### src/rtl/mem_arb_pkg.sv
// -----------------------------------------------------------------------------
// mem_arb_pkg
// Shared types and default parameter values for mem_port_arbiter.
//   arb_state_t : arbiter FSM states (IDLE / WAIT / RESP)
//   owner_t     : which port owns the read currently in flight
//   DEF_*       : default values for the arbiter parameters
// -----------------------------------------------------------------------------
package mem_arb_pkg;

    typedef enum logic [1:0] {
        IDLE = 2'd0,
        WAIT = 2'd1,
        RESP = 2'd2
    } arb_state_t;

    typedef enum logic {
        OWN_IF = 1'b0,
        OWN_D  = 1'b1
    } owner_t;

    localparam int DEF_AW         = 10;
    localparam int DEF_DW         = 32;
    localparam int DEF_MEM_LAT    = 1;
    localparam int DEF_STARVE_MAX = 4;

endpackage

### src/rtl/mem_port_arbiter.sv
// -----------------------------------------------------------------------------
// mem_port_arbiter
// Arbitrates one single-ported SRAM between an instruction-fetch read port
// (if_*) and a load/store data port (d_*). The data port has priority, except
// once the fetch port has been denied STARVE_MAX consecutive cycles.
// Writes complete in the grant cycle; reads wait MEM_LAT cycles, the SRAM data
// is captured into rdata, and the owning port's rvalid pulses for one cycle.
//
// Ports:
//   clock, reset_n           : clock and asynchronous active-low reset
//   if_req, if_addr          : fetch read request (held until if_gnt)
//   if_gnt, if_rvalid        : fetch accepted / fetch data valid on rdata
//   d_req, d_we, d_addr,
//   d_wdata                  : data request (held until d_gnt), 1 = store
//   d_gnt, d_rvalid          : data accepted / load data valid on rdata
//   rdata                    : shared read-response data
//   mem_en, mem_we, mem_addr,
//   mem_wdata, mem_rdata     : SRAM interface, mem_rdata valid MEM_LAT
//                              cycles after mem_en
// -----------------------------------------------------------------------------
module mem_port_arbiter
    import mem_arb_pkg::*;
#(
    parameter int AW         = DEF_AW,
    parameter int DW         = DEF_DW,
    parameter int MEM_LAT    = DEF_MEM_LAT,    // legal 1..7
    parameter int STARVE_MAX = DEF_STARVE_MAX
) (
    input  logic          clock,
    input  logic          reset_n,

    input  logic          if_req,
    input  logic [AW-1:0] if_addr,
    output logic          if_gnt,
    output logic          if_rvalid,

    input  logic          d_req,
    input  logic          d_we,
    input  logic [AW-1:0] d_addr,
    input  logic [DW-1:0] d_wdata,
    output logic          d_gnt,
    output logic          d_rvalid,

    output logic [DW-1:0] rdata,

    output logic          mem_en,
    output logic          mem_we,
    output logic [AW-1:0] mem_addr,
    output logic [DW-1:0] mem_wdata,
    input  logic [DW-1:0] mem_rdata
);

    localparam int SW = (STARVE_MAX < 1) ? 1 : $clog2(STARVE_MAX + 1);
    localparam logic [SW-1:0] STARVE_LIM = SW'(STARVE_MAX);
    localparam logic [2:0]    LAT_INIT   = 3'(MEM_LAT);

    arb_state_t    r_state;
    arb_state_t    w_state_nxt;
    owner_t        r_owner;
    logic [SW-1:0] r_starve_cnt;
    logic [2:0]    r_lat_cnt;
    logic [DW-1:0] r_rdata;

    logic          w_can_grant;
    logic          w_if_prio;
    logic          w_if_gnt;
    logic          w_d_gnt;
    logic          w_rd_gnt;
    logic          w_capture;

    // -------------------------------------------------------------------------
    // State register
    // -------------------------------------------------------------------------
    always_ff @(posedge clock or negedge reset_n) begin
        if (!reset_n) begin
            r_state <= IDLE;
        end else begin
            r_state <= w_state_nxt;
        end
    end

    // -------------------------------------------------------------------------
    // Grant decision and next state
    // -------------------------------------------------------------------------
    always_comb begin
        w_state_nxt = r_state;
        // Grants are gated by reset_n so every output is 0 while in reset,
        // even though the requests themselves are still active.
        w_can_grant = reset_n && ((r_state == IDLE) || (r_state == RESP));
        w_if_prio   = (r_starve_cnt == STARVE_LIM);
        w_d_gnt     = w_can_grant && d_req && !(if_req && w_if_prio);
        w_if_gnt    = w_can_grant && if_req && !w_d_gnt;
        w_rd_gnt    = w_if_gnt || (w_d_gnt && !d_we);
        w_capture   = (r_state == WAIT) && (r_lat_cnt == 3'd1);

        case (r_state)
            IDLE: begin
                if (w_rd_gnt) begin
                    w_state_nxt = WAIT;
                end
            end
            WAIT: begin
                if (w_capture) begin
                    w_state_nxt = RESP;
                end
            end
            RESP: begin
                // A store granted here completes immediately, so only a new
                // read keeps the FSM busy.
                w_state_nxt = w_rd_gnt ? WAIT : IDLE;
            end
            default: begin
                w_state_nxt = IDLE;
            end
        endcase
    end

    // -------------------------------------------------------------------------
    // Starve counter, latency counter, owner and read-data capture
    // -------------------------------------------------------------------------
    always_ff @(posedge clock or negedge reset_n) begin
        if (!reset_n) begin
            r_starve_cnt <= '0;
            r_lat_cnt    <= '0;
            r_owner      <= OWN_IF;
            r_rdata      <= '0;
        end else begin
            if (w_if_gnt) begin
                r_starve_cnt <= '0;
            end else if (if_req && (r_starve_cnt != STARVE_LIM)) begin
                r_starve_cnt <= r_starve_cnt + SW'(1);
            end

            if (w_rd_gnt) begin
                r_lat_cnt <= LAT_INIT;
                r_owner   <= w_if_gnt ? OWN_IF : OWN_D;
            end else if ((r_state == WAIT) && (r_lat_cnt != 3'd0)) begin
                r_lat_cnt <= r_lat_cnt - 3'd1;
            end

            if (w_capture) begin
                r_rdata <= mem_rdata;
            end
        end
    end

    // -------------------------------------------------------------------------
    // Outputs
    // -------------------------------------------------------------------------
    assign if_gnt    = w_if_gnt;
    assign d_gnt     = w_d_gnt;
    assign if_rvalid = (r_state == RESP) && (r_owner == OWN_IF);
    assign d_rvalid  = (r_state == RESP) && (r_owner == OWN_D);
    assign rdata     = r_rdata;

    assign mem_en    = w_if_gnt || w_d_gnt;
    assign mem_we    = w_d_gnt && d_we;
    assign mem_addr  = w_d_gnt ? d_addr : (w_if_gnt ? if_addr : '0);
    assign mem_wdata = w_d_gnt ? d_wdata : '0;

endmodule

### config.mk
export PLATFORM = sky130hd
export DESIGN_NAME = mem_port_arbiter
export DESIGN_NICKNAME = d
export VERILOG_FILES = /design/src/rtl/mem_arb_pkg.sv /design/src/rtl/mem_port_arbiter.sv
export SDC_FILE = /design/constraint.sdc
export NUM_CORES = 1
export LEC_CHECK = 0
export CAP_MARGIN = 20
export CORE_ASPECT_RATIO = 1.1
export CORE_UTILIZATION = 36
export CTS_CLUSTER_SIZE = 28
export DETAILED_ROUTE_END_ITERATION = 8
export PLACE_DENSITY_LB_ADDON = 0.1
export SKIP_CTS_REPAIR_TIMING = 1
export SYNTH_ARGS = -nofsm -noshare
export SYNTH_HDL_FRONTEND = slang
export SYNTH_SLANG_ARGS = --single-unit
### constraint.sdc
create_clock -name clock -period 3.95 [get_ports clock]
set_clock_uncertainty 0.15 [all_clocks]
set_input_delay 0.9875 -clock clock [delete_from_list [all_inputs] [get_ports clock]]
set_output_delay 0.9875 -clock clock [all_outputs]
set_load 0.02 [all_outputs]
Word-level counts from Yosys, hierarchy flattened
Index checks and enable logic that the tools add are counted.

Output and inout port bits: 80. Input bits: 89. Bits in registers: 41. Word-level logic and storage cells: 51.

Equality and inequality tests: 7. Reductions and logical operators: 24. Bitwise gates (word level): 1. Mux-type cells: 12. $add $sub $neg: 2.

Operators with widths (number): 2-to-1 mux 32 bit (1); 2-to-1 mux 10 bit (2); logical AND 1 bit (13); 2-to-1 mux 3 bit (4); one-hot mux 2 bit (3 select lines) (1); 2-to-1 mux 2 bit (2); inequality test 2 bit, second input constant (2); nonzero test 2 bit (2); adder 3 x 1 -> 3 bit, second input constant (1); == test 3 x 1 -> 1 bit, second input constant (1); == test 3 bit, second input constant (1); zero test 1 bit (3); logical OR 1 bit (3); inequality test 3 bit, second input constant (1); nonzero test 3 bit (1); subtractor 3 x 1 -> 3 bit, second input constant (1); == test 2 x 1 -> 1 bit, second input constant (1); == test 2 bit, second input constant (1); zero test 2 bit (1); 2-to-1 mux 1 bit (2); AND reduction 2 bit (1); NOT 1 bit (1).

Logic depth before layout (Yosys ltp)
Gate-level depths: netlist of run 1.

Depth in word-level cells: 10. Mapped depth: 7. Mapped depth without buffers: 5.

Worst setup path after synthesis of run 1
Ideal clock, no wire load.

Path type: input to output. Start point: in d_req. End point: out mem_wdata[17]. Cell stages on the path: 4. Data required time: 2.812 ns. Setup slack: 0.810 ns. Arrival time: 2.002 ns. Path through: clkbuf_1 nor3b_4 buf_6 and2_1.

Longest elaborated chain between the ends: 3.

RTL lines: start: declaration (line mem_port_arbiter.sv:37) `input logic d_req,`; logical AND 1 bit (2 in a row) (line mem_port_arbiter.sv:91) `w_d_gnt = w_can_grant && d_req && !(if_req && w_if_prio);`; net d_gnt (line mem_port_arbiter.sv:41) `output logic d_gnt,`; 2-to-1 mux 32 bit (line mem_port_arbiter.sv:159) `assign mem_wdata = w_d_gnt ? d_wdata : '0;`; end: declaration (line mem_port_arbiter.sv:49) `output logic [DW-1:0] mem_wdata,`.

The timed path passes the listed nets, and every way through them passes these cells.

Worst setup path in the final report of run 1
Start point: in if_req. End point: out d_gnt.

Longest elaborated chain between the ends: 3.

RTL lines: start: declaration (line mem_port_arbiter.sv:32) `input logic if_req,`; logical AND 1 bit (line mem_port_arbiter.sv:91); zero test 1 bit (line mem_port_arbiter.sv:91); logical AND 1 bit (line mem_port_arbiter.sv:91); end: declaration (line mem_port_arbiter.sv:41).

No other way between the ends.

==> results.md, run 1 <==
STA:
- The final count of pins violating max slew was 0.
- The number of hold violations in the final report is 0.
- The final period demand of the worst path is 3.820 ns.
- Setup repair after global routing left no endpoint under its margin.
- The count of endpoints failing setup in the final report is 0.
- For the final routed database, the setup TNS stands at 0 ns.
- The worst hold slack after final layout is 0.3370 ns.
- The final worst-path setup slack is 0.1296 ns.
- The worst max-slew margin expressed relative to the limit is 49.64%.
- Of the available clock period, the critical path in the final layout requires 96.72%.
- The achievable frequency is 261.8 MHz.
- The actual slew at the worst max-slew pin is 0.7520 ns.

GRT:
- The initial antenna violation count was 0.
- For this run, the total global-route usage over all layers was measured as 18.29%.
- The first global-routing pass estimated 8500 µm of wire.
- The largest net degree at the start of global routing is 44.
- The via count of the first global-routing pass is 1756.
- The total grt overflow is 0.

Run:
- The max capacitance violation total is 0.

Final layout:
- From synthesis to final layout, the design area changed by 91.10%.
- In the layout the commonest cells are sky130_fd_sc_hd__clkdlybuf4s50_1 (125), sky130_fd_sc_hd__dlymetal6s2s_1 (42), sky130_fd_sc_hd__dfrtp_1 (41), sky130_fd_sc_hd__and2_1 (32), sky130_fd_sc_hd__mux2_2 (31).
- After routing the design area is 0.004081 mm².
- The number of inserted diodes is 0.
- After filler insertion, the fill cell instance count of the layout stands at 443.
- For this run, the share of the core covered by cells in the final layout is 71.19%.
- In the final layout, the share of cells above drive strength 1 is 14.33%.
- The total number of nets in the final design is 443.
- The most frequent standard cell in the layout excluding fill and tap cells is sky130_fd_sc_hd__clkdlybuf4s50_1.

Placed design:
- Detailed placement finished with a half-perimeter wire length of 4928 µm.
- The number of input and output port buffers inserted is 168.
- Routability-driven placement finished with a final weighted congestion of 0.7156.
- The cell area after placement is 0.003872 mm².
- The pre-CTS setup slack is -0.02326 ns.

Setup path:
- The number of buffers and inverters on the critical path is 3.
- The minimum setup slack among reg-to-reg paths is 1.54 ns.
- The number of cells on the worst reg-to-reg path is 6.
- The cell at the slowest stage of the critical path is sky130_fd_sc_hd__clkdlybuf4s50_1.
- The delay of the slowest cell on the worst path is 0.62 ns.
- The cell class contributing the biggest share of worst-path delay is buffers and inverters.
- The arrival time at the worst endpoint is 2.68 ns.
- Walking the worst path, the cells encountered are clkdlybuf4s50_1, and3_4, nor3b_4, buf_12, clkdlybuf4s50_1.
- The cell repeated most along the worst path is sky130_fd_sc_hd__clkdlybuf4s50_1.
- The worst register-to-register path ends at rdata[29]$_DFFE_PN0P_.
- The startpoint-to-endpoint class of the critical path is in -> out.
- STA classifies the critical path endpoint as a primary output.
- The worst reg2reg path startpoint is r_lat_cnt[1]$_DFFE_PN0P_.
- In this run the worst path has a maximum fanout of 43.
- The required time at the endpoint of the critical path is 2.81 ns.
- The worst setup path is launched from a primary input.

Hold path:
- Counting instances, the worst hold path has a depth of 1.
- The worst hold path belongs to the class reg -> reg.
- The worst hold path terminates at rdata[22]$_DFFE_PN0P_.
- The start point of the worst min-delay path is rdata[22]$_DFFE_PN0P_.

Pwr:
- The power density over cell area is 596.0 mW/mm².
- The highest ir drop seen on vdd is 0.4435 mV.
- The analysis attributes to cell leakage a power of 2.339 nW.

Floorplan:
- The die span in y is 82.79 µm.
- The number of rows created at floorplan is 29.
- From left edge to right edge, the die measures 75.44 µm.
- The area of the core is 0.005733 mm².
- The starting density of the core is 37.25%.
- 169 I/O pins were placed.
- The area enclosed by the die boundary is 0.006245 mm².

Yosys:
- In this run, synthesis produced a sequential element count of 41.
- The fraction of synthesized cell area taken by the top area cell type is 48.04%.
- The number of standard cells after synthesis is 178.
- After synthesis, the share of flip-flops with an asynchronous set or reset is 100.0%.
- In the synthesized netlist the dominant register cell turns out to be sky130_fd_sc_hd__dfrtp_1.
- In this run the cell area of the synthesized design comes to 0.002136 mm².
- After synthesis, the netlist uses 33 different library cells.
- The mean post-synth cell area is 12.00 µm².
- The sequential area share after synthesis is 48.04%.
- The largest area contributor in the netlist is sky130_fd_sc_hd__dfrtp_1.
- During synthesis, Yosys emitted a total of 0 warnings.
- Counting flops with a built-in enable in the synthesized netlist gives 0.
- The synthesized netlist net count is 272.
- Yosys attributes the largest share of cell area to sky130_fd_sc_hd__dfrtp_1 (48%), sky130_fd_sc_hd__mux2_2 (16%), sky130_fd_sc_hd__and2_1 (9.4%), sky130_fd_sc_hd__buf_6 (4.2%), sky130_fd_sc_hd__a22o_1 (4.1%).

Outcome:
- The flow ran to the end, and the final reports show no timing, DRC or antenna violations.

Clock network:
- TritonCTS built the clock tree.
- The number of clock sinks seen by CTS is 41.
- The cell sitting at the root of the clock tree is a sky130_fd_sc_hd__clkbuf_8.
- The deepest level of the CTS H-tree is 2.
- Counting along the longest clock path gives a buffer depth of 2.
- Clock tree synthesis inserted a total of 5 buffers.
- The clock network latency to the later pin of the worst-skew pair is 0.29 ns.
- After clock tree synthesis, the clock-pin slew on the worst setup and hold paths is 0.08 ns.

Detailed routing:
- After detailed routing, the number of vias per cell comes to 4.761.
- The total wirelength of the detailed-routed design is 6289 µm.
- The final antenna-violating net count is 0.
- The total iterations of the first detailed-routing run is 4.
- The via total after detailed routing is 2028.
- Dividing the detail-routed wire length by the instance count gives 14.76 µm.
- After the first detailed-routing iteration, the DRC count stood at 47.
- The DRC violation count after routing is 0.
## synthesized netlist by cell type, drive strengths merged, types with 2 or more instances
cell and instances:
a22o 10, nor2 3, and2 32, or3 2, nand2 2, ha 5
buf 10, nor3 2, nand2b 2, mux2 32, o21ai 4, inv 7
a21oi 5, nor3b 3, dfrtp 41, nand3 2, nor2b 3, o22ai 2
## routing by layer
layer | vias to the layer above | routed length, µm | share of wire (%) | global-route usage, %
met2 | 102 | 3075 | 49 | 31.70
li1 | 963 | - | - | -
met1 | 951 | 2392 | 38 | 20.80
met3 | 12 | 684 | 11 | 6.280
met5 | - | 0 | 0 | 0
met4 | 0 | 136 | 2.2 | 6.481
## how the worst max path moves through the flow
stage,start,endpoint,depth (start not counted)
after floorplan,d_req,mem_wdata[17],4
after global placement,if_req,mem_wdata[5],6
after detailed placement,if_req,mem_wdata[5],6
after CTS,if_req,mem_wdata[5],6
after global routing,if_req,d_gnt,5
final,if_req,d_gnt,5
## through the flow
step,power (mW),std cells
2_1_floorplan,1.519,178
3_3_place_gp,2.104,419
3_5_place_dp,2.137,419
4_1_cts,2.468,426
5_1_grt,2.583,426
6_report,2.432,426
## layout make-up
class	instances	area (µm²)	share of cell area, %
Inverter	7	26.28	0.6438
Timing Repair Buffer	175	1847	45.25
Multi-Input combinational cell	119	982.2	24.07
Clock buffer	5	68.82	1.686
Tap cell	77	96.34	2.361
Clock inverter	2	35.03	0.8584
Sequential cell	41	1026	25.14
## worst reg2reg max path: stages (launching register included)
cell	delay [ns]
sky130_fd_sc_hd__dfrtp_1	0.38
sky130_fd_sc_hd__inv_1	0.09
sky130_fd_sc_hd__ha_1	0.14
sky130_fd_sc_hd__nor2b_1	0.13
sky130_fd_sc_hd__nor2b_2	0.65
sky130_fd_sc_hd__buf_4	0.39
sky130_fd_sc_hd__mux2_2	0.37
## registers in the layout, summed over array words and instances (netlist names)
register	count
r_owner	1
r_state	2
r_starve_cnt	3
r_lat_cnt	3
rdata	32
## cell families (layout without fill, tap and decap cells)
group	after synthesis	count (layout)	share of synthesized area, %
buf+inv	18	189	6.093
flops	41	41	48.04
compound gates	25	25	8.319
mux	33	33	17.34
fa+ha+maj	5	5	2.929
simple gates	56	56	17.28
## power by group
group | switching (mW) | total, mW | internal [mW]
combinational | 0.626 | 1.37 | 0.741
clock | 0.140 | 0.324 | 0.184
sequential | 0.113 | 0.741 | 0.628
total | 0.879 | 2.43 | 1.55
Note: power is estimated with default switching activity, not from simulation.
==> inputs of run 2 (changes only) <==
--- a/config.mk
+++ b/config.mk
@@ -6,6 +6,8 @@
 export NUM_CORES = 1
 export LEC_CHECK = 0
+export ABC_AREA = 1
 export CAP_MARGIN = 20
 export CORE_ASPECT_RATIO = 1.1
+export CORE_MARGIN = 3
 export CORE_UTILIZATION = 36
 export CTS_CLUSTER_SIZE = 28
==> constraint.sdc (replaced) <==
create_clock -name clock -period 3.95 [get_ports clock]
set_clock_uncertainty 0.15 [all_clocks]
set_input_delay 0.395 -clock clock [delete_from_list [all_inputs] [get_ports clock]]
set_output_delay 0.395 -clock clock [all_outputs]
set_load 0.02 [all_outputs]
==> run 2 against run 1 <==
  * Setup slack improved by 0.95 ns
  * Worst hold slack got worse by 0.29 ns
  * Register-to-register slack better by 0.15 ns
  * Routed wire length up 9.4%
  * Global-route usage is 0.81 points higher
  * Critical path depth is 2 higher
  * First-iteration DRC count increased by 26%
  * Via count grew 18%
  * Final cell count up 30%
  * Critical path type is now reg -> out
  * Critical endpoint is now if_gnt
==> results.md, run 2 <==
Outcome:
- The flow ran to the end, and the final reports show no timing, DRC or antenna violations.

Pwr:
- The clock network is responsible for 12.4% of the overall power.
- The share of total power in sequential cells is 30.9%.
- The highest ir drop seen on vdd is 0.4785 mV.
- The power density over cell area is 598.6 mW/mm².
- The combinational fraction of design power is 56.7%.
- Cell internal power was estimated by the tool at 1.390 mW.
- Summed over all cells, the static leakage comes to 2.042 nW.
- The switching power is 1.002 mW.
- Of the total power, the share spent switching nets is 41.89%.

Yosys:
- In this run the mean area of a mapped cell was 7.081 µm².
- The synthesized netlist net count is 405.
- The leading register cell type out of synthesis is sky130_fd_sc_hd__dfrtp_1.
- By area the synthesized netlist is led by sky130_fd_sc_hd__dfrtp_1 (47%), sky130_fd_sc_hd__nand2_1 (24%), sky130_fd_sc_hd__inv_1 (8.0%), sky130_fd_sc_hd__nor2_1 (5.6%), sky130_fd_sc_hd__nand3_1 (3.9%).
- Synthesis inferred 41 register bits.
- The fraction of synthesized cell area taken by the top area cell type is 46.59%.
- The number of synthesized flops with an enable pin is 0.
- The sequential area share after synthesis is 46.59%.
- The synthesized design spends more area on one cell type than any other, namely sky130_fd_sc_hd__dfrtp_1.
- Counting flops with an async set or reset pin after synthesis yields a share of 100.0%.
- By instance count, the leading cell after synthesis is sky130_fd_sc_hd__nand2_1.
- The number of standard cells after synthesis is 311.
- The number of warnings issued by yosys is 0.
- By count the netlist is led by sky130_fd_sc_hd__nand2_1 (138), sky130_fd_sc_hd__inv_1 (47), sky130_fd_sc_hd__dfrtp_1 (41), sky130_fd_sc_hd__nor2_1 (33), sky130_fd_sc_hd__nand3_1 (17).
- The number of distinct library cells after synthesis is 23.
- The mapped netlist covers 0.002202 mm².

Detailed routing:
- Once detail routing completed, the nets flagged for antenna violations numbered 0.
- The mean number of vias per cell is 4.315.
- The via total after detailed routing is 2386.
- The DRC violation count after routing is 0.
- After the first detailed-routing iteration, the DRC count stood at 59.
- In the final routed layout, each cell accounts on average for 12.44 µm.
- After detailed routing, the total wire length is 6879 µm.
- The total iterations of the first detailed-routing run is 4.

Clock network:
- The clock reaches the later pin of the worst-skew pair after 0.29 ns.
- In this run, CTS created clock tree buffers numbering 5.
- The CTS tree is yes.
- Clock-pin slew was measured on the worst setup and hold paths at 0.08 ns.
- The root buffer cell chosen for the clock tree is sky130_fd_sc_hd__clkbuf_8.
- The H-tree was split into 2 levels.
- The number of buffers on the longest clock path is 2.
- The number of clock sinks seen by CTS is 41.

Placed design:
- The final HPWL from detailed placement is 5424 µm.
- The congestion estimate from routability-driven global placement came to 0.7734.
- The number of input and output port buffers inserted is 168.
- The cell area after placement is 0.003895 mm².
- The instance count after placement with tap cells included is 545.

Final layout:
- The number of flip-flops in the largest register is 32.
- The layout has 509 filler cells.
- In the final layout, the multi-input gates occupy 899.6 µm².
- In the layout the commonest cells are sky130_fd_sc_hd__clkdlybuf4s50_1 (167), sky130_fd_sc_hd__nand2_1 (138), sky130_fd_sc_hd__inv_1 (47), sky130_fd_sc_hd__dfrtp_1 (41), sky130_fd_sc_hd__nor2_1 (33).
- The signed area change from the synthesized netlist to the final layout is 81.48%.
- Once layout is complete, the cells apart from fillers number 553.
- Leaving out fill and tap cells, the most frequent cell in the layout is sky130_fd_sc_hd__clkdlybuf4s50_1.
- The fraction of final layout cells sized beyond drive strength 1 is 4.202%.
- The net count of the finished layout is 569.
- The post-route cell area is 0.003996 mm².
- The repair_antennas step left the layout with diodes totalling 0.
- Registers take 0.001026 mm².

Hold path:
- The min-delay analysis places its worst path in the category in -> async.

STA:
- The number of hold violations in the final report is 0.
- Setup repair after global routing left no endpoint under its margin.
- The fraction of the cycle the final worst path needs is 72.76%.
- The actual slew at the worst max-slew pin is 0.6294 ns.
- The final count of pins violating max slew is 0.
- The count of endpoints failing setup in the final report is 0.
- The final period demand of the worst path is 2.874 ns.
- Measured against its own limit, the worst slew margin works out to 57.89%.
- The sum of negative setup slack is 0 ns.
- The achievable frequency is 347.9 MHz.

Setup path:
- By instance count, the cell type seen most on the critical path is sky130_fd_sc_hd__inv_1.
- The endpoint identified for the worst register-to-register timing path is rdata[17]$_DFFE_PN0P_.
- The startpoint class of the critical path is a flop.
- The worst setup path is of the reg -> out kind.
- For this run, the slowest stage of the critical path takes 0.60 ns.
- In this run the critical register-to-register path is launched from r_lat_cnt[1]$_DFFE_PN0P_.
- Of all nets on the critical path, the largest fanout is 45.
- The arrival time at the worst endpoint is 2.33 ns.
- The total buffers and inverters traversed by the critical path is 3.
- For flop-to-flop paths, the worst setup slack is 1.69 ns.
- The required time at the endpoint of the critical path is 3.40 ns.
- The signal on the critical path passes through inv_1, ha_1, nand3_2, nand2_4, nand2_1, inv_1, clkdlybuf4s50_1.
- The number of cells on the worst reg-to-reg path is 8.
- The kind of cell with the highest combined delay along the critical path is buffers and inverters.
- Among all stages on the critical path, the largest delay is contributed by sky130_fd_sc_hd__clkdlybuf4s50_1.
- STA classifies the critical path endpoint as a primary output.

GRT:
- The initial antenna violation count was 0.
- Entering global routing, the biggest net connects 46 pins.
- The via count of the first global-routing pass is 2250.
- The all-layer global routing usage is 19.09%.
- The total grt overflow is 0.
- The wire length of the first global-routing pass is 10560 µm.

Floorplan:
- During I/O placement, the number of pins put on the boundary was 169.
- The starting density of the core is 37.70%.
- The die covers 0.007093 mm².
- The floorplan has 29 rows.
- The horizontal die dimension is 80.57 µm.
- In this run the standard cell core region covers 0.005842 mm².
- The die span in y is 88.03 µm.

Run:
- The max capacitance violation total is 0.
## run 2: power groups by stage
stage | logic, mW | clock network, mW | registers [mW]
5_1_grt | 1.50 | 0.326 | 0.762
3_5_place_dp | 1.37 | 0 | 0.741
6_report | 1.36 | 0.296 | 0.739
4_1_cts | 1.38 | 0.308 | 0.739
3_3_place_gp | 1.35 | 0 | 0.738
2_1_floorplan | 0.579 | 0 | 0.930
## run 2: routing by layer
| metal | wire length, µm | track usage [%] |
|---|---|---|
| met1 | 2754 | 22.99 |
| met2 | 3125 | 30.95 |
| met3 | 911 | 8.436 |
| met4 | 87 | 5.684 |
| met5 | 0 | 0 |
## run 2: how the worst max path moves through the flow
stage,startpoint,endpoint,slack (ns),cells after the start
2_1_floorplan,r_starve_cnt[0]$_DFFE_PN0P_,mem_wdata[0],2.18,6
3_3_place_gp,d_req,mem_addr[2],1.13,8
3_5_place_dp,d_req,mem_addr[6],1.09,8
4_1_cts,r_starve_cnt[0]$_DFFE_PN0P_,if_gnt,1.07,7
5_1_grt,r_starve_cnt[0]$_DFFE_PN0P_,mem_addr[6],0.88,8
6_report,r_starve_cnt[0]$_DFFE_PN0P_,if_gnt,1.08,7
## run 2: cell type report
class | count | area share (%)
Inverter | 50 | 4.728
Clock inverter | 1 | 0.1252
Clock buffer | 7 | 2.411
Sequential cell | 41 | 25.67
Tap cell | 77 | 2.411
Timing Repair Buffer | 169 | 42.14
Multi-Input combinational cell | 208 | 22.51
## run 2: stage by stage
| stage | utilization (%) | hold slack [ns] | power [mW] | setup WS, ns |
|---|---|---|---|---|
| after floorplan | - | -0.05059 | 1.509 | 2.179 |
| after global placement | 66.67 | 0.3107 | 2.092 | 1.129 |
| after detailed placement | 66.67 | 0.3135 | 2.116 | 1.086 |
| after CTS | 68.41 | 0.06392 | 2.426 | 1.066 |
| after global routing | 68.41 | 0.08364 | 2.590 | 0.8809 |
| final | 68.41 | 0.04813 | 2.392 | 1.076 |
## run 2: cells by family (layout without fill, tap and decap cells)
family	Yosys count	count (layout)	synth area share, %
compound gates	3	3	0.6816
xor+xnor	1	1	0.3978
simple gates	199	199	36.93
flops	41	41	46.59
buf+inv	62	227	12.56
fa+ha+maj	5	5	2.841
==> inputs of run 3 (changes only) <==
- CORE_UTILIZATION: 36 -> 34
- clock period: 3.95 -> 2.7 ns (I/O delays scaled with it)
==> run 3 against run 2 <==
  * Final cell count grew 1.3%
  * Die area grew 5.5%
  * Sequential share of layout area shrank 0.21 points
  * Largest power group unchanged
==> results.md, run 3 (synthesis results as in run 2) <==
Hold path:
- The min-delay analysis places its worst path in the category reg -> reg.

Pwr:
- The internal portion of the total power is 2.002 mW.
- Of the total power, combinational logic draws 58.0%.
- For this design the total switching power over the nets is 1.470 mW.
- VDD sags by at most 0.5785 mV.
- The leakage power of the design is 2.052 nW.
- The power density over cell area is 861.8 mW/mm².
- The share of total power in sequential cells is 31.1%.
- The portion of total power attributed to the clock network is 10.9%.
- The switching power as a share of total power is 42.33%.

Placed design:
- The final weighted congestion in routability-driven placement is 0.8192.
- Timing analysis after detailed placement gives a worst setup slack of 0.1266 ns.
- The number of input and output port buffers inserted is 168.
- The cell area after placement is 0.003929 mm².
- The final HPWL from detailed placement is 5382 µm.

Clock network:
- The clock network latency to the later pin of the worst-skew pair is 0.29 ns.
- The cell sitting at the root of the clock tree is a sky130_fd_sc_hd__clkbuf_8.
- The number of buffers on the longest clock path is 2.
- The number of buffers created by CTS is 5.
- The number of clock sinks seen by CTS is 41.
- The CTS clock-pin slew for the worst setup and hold paths is 0.08 ns.
- The CTS tree is yes.
- CTS built an H-tree with a depth of 2.

Floorplan:
- The floorplan step set the die height to 90.41 µm.
- The starting density of the core is 35.34%.
- The number of rows created at floorplan is 30.
- The floorplan step defined a core boundary enclosing 0.006231 mm².
- 169 I/O pins were placed.
- The floorplan step defined a die boundary enclosing 0.007480 mm².
- The horizontal die dimension is 82.74 µm.

STA:
- The routed design could run at a clock period as short as 2.574 ns.
- The final count of pins violating max slew is 0.
- The fraction of the cycle the final worst path needs is 95.33%.
- Based on the critical path, the design can be clocked at up to 388.5 MHz.
- The number of hold violations in the final report was 0.
- The actual slew at the worst max-slew pin is 0.5007 ns.
- Setup violations remaining at the end of the flow were counted as 0.
- The worst max-slew margin expressed relative to the limit is 66.62%.
- Once routing completed, OpenROAD measured the worst setup slack at 0.1260 ns.
- For the final routed database, the setup TNS stands at 0 ns.

Setup path:
- The arrival time at the worst endpoint is 2.15 ns.
- The nature of the critical path endpoint is a primary output.
- The startpoint class of the critical path is a flop.
- By startpoint and endpoint, the worst setup path is classified as reg -> out.
- STA puts the critical path data required time at 2.28 ns.
- Of all nets on the critical path, the largest fanout is 22.

Final layout:
- The register with the most flip-flops in the layout has 32 of them.
- Once layout is complete, the utilization of the core stands at 64.66%.
- The signed area change from the synthesized netlist to the final layout is 82.95%.
- The filler cells instantiated in the layout total 558.
- The library cell used most frequently in the layout, excluding fill and tap cells, is sky130_fd_sc_hd__clkdlybuf4s50_1.
- The repair_antennas step left the layout with diodes totalling 0.
- In the final layout, flip-flops and latches occupy 0.001026 mm².
- Summing all multi-input logic gate instances after layout gives 908.4 µm².
- Leaving out fill and tap cells, the most frequent cells in the layout are sky130_fd_sc_hd__clkdlybuf4s50_1 (167), sky130_fd_sc_hd__nand2_1 (138), sky130_fd_sc_hd__inv_1 (47), sky130_fd_sc_hd__dfrtp_1 (41), sky130_fd_sc_hd__nor2_1 (33).
- Cells with a size suffix above 1 make up 4.583% of the layout.
- The final layout contains 574 nets.
- The post-route cell area is 0.004029 mm².

Detailed routing:
- The mean number of vias per cell is 4.309.
- The average wire per standard cell is 12.19 µm.
- The detailed router placed 2413 vias in this run.
- In this run, the number of DRC markers left after iteration 0 of detailed routing was 49.
- The pre-antenna-repair detailed-routing pass consisted of 4 iterations.
- The final antenna-violating net count is 0.
- Wires add up to 6826 µm.
- For this run, design rule violations remaining after detail routing come to 0.

GRT:
- The first global-routing pass estimated 10680 µm of wire.
- The total overflow left after global routing is 0.
- The all-layer global routing usage is 18.10%.
- Entering global routing, the biggest net connects 42 pins.
- The via count of the first global-routing pass was 2318.
- The initial antenna violation count is 0.

Run:
- The max capacitance violation total is 0.

Outcome:
- The flow ran to the end, and the final reports show no timing, DRC or antenna violations.
run 3: cell types whose count changed in the layout (fill, tap and decap cells not counted), sizes merged:
cell         previous run  this run
clkbuf                  7         6
dlygate4sd3             0         1
buf                     2         6
run 3: power groups by stage:
stage / Sequential (mW) / Combinational (mW) / Clock [mW]
5_1_grt: 1.12 / 2.22 / 0.418
3_5_place_dp: 1.09 / 2.04 / 0
3_3_place_gp: 1.08 / 1.99 / 0
2_1_floorplan: 1.36 / 0.847 / 0
6_report: 1.08 / 2.01 / 0.377
4_1_cts: 1.09 / 2.04 / 0.397
run 3: area by class of cell:
cell class                 count  share of cell area, %
clock buffer                   6                  1.801
inverter                      50                  4.689
sequential                    41                  25.47
multi-input combinational    208                  22.55
tap                           80                  2.484
clock inverter                 1                 0.2174
timing repair buffer         174                  42.79
run 3: through the flow:
stage / std cells / hold slack [ns] / power [mW]
after global routing: 560 / 0.3541 / 3.758
final: 560 / 0.3302 / 3.472
after global placement: 552 / 0.2652 / 3.074
after detailed placement: 552 / 0.2586 / 3.123
after CTS: 559 / -0.06114 / 3.524
after floorplan: 311 / -0.1756 / 2.207
run 3: worst paths after layout:
path | startpoint | endpoint | slack [ns] | cells past startpoint
min in group asynchronous | reset_n | rdata[17]$_DFFE_PN0P_ | 0.45 | 3
setup reg to reg | r_lat_cnt[0]$_DFFE_PN0P_ | rdata[16]$_DFFE_PN0P_ | 1.05 | 7
hold reg to reg | rdata[22]$_DFFE_PN0P_ | rdata[22]$_DFFE_PN0P_ | 0.33 | 2
max in group asynchronous | reset_n | rdata[28]$_DFFE_PN0P_ | 1.58 | 3
setup / recovery | r_starve_cnt[0]$_DFFE_PN0P_ | mem_wdata[27] | 0.13 | 7
hold / removal | rdata[22]$_DFFE_PN0P_ | rdata[22]$_DFFE_PN0P_ | 0.33 | 2
run 3: worst max-delay path, cell delays in order, from the launching register on:
cell	delay [ns]
sky130_fd_sc_hd__dfrtp_1	0.37
sky130_fd_sc_hd__inv_1	0.07
sky130_fd_sc_hd__ha_1	0.22
sky130_fd_sc_hd__nand3_2	0.13
sky130_fd_sc_hd__nand2_8	0.12
sky130_fd_sc_hd__buf_4	0.20
sky130_fd_sc_hd__nor2_1	0.13
sky130_fd_sc_hd__clkdlybuf4s50_1	0.62
run 3: routing by layer:
layer / track usage, % / part of all wire, % / routed length (µm) / vias to the layer above
met1: 20.61 / 40 / 2725 / 1051
met3: 7.385 / 13 / 903 / 11
met4: 5.995 / 1.8 / 124 / 0
met5: 0 / 0 / 0 / -
li1: - / - / - / 1240
met2: 30.15 / 45 / 3073 / 111
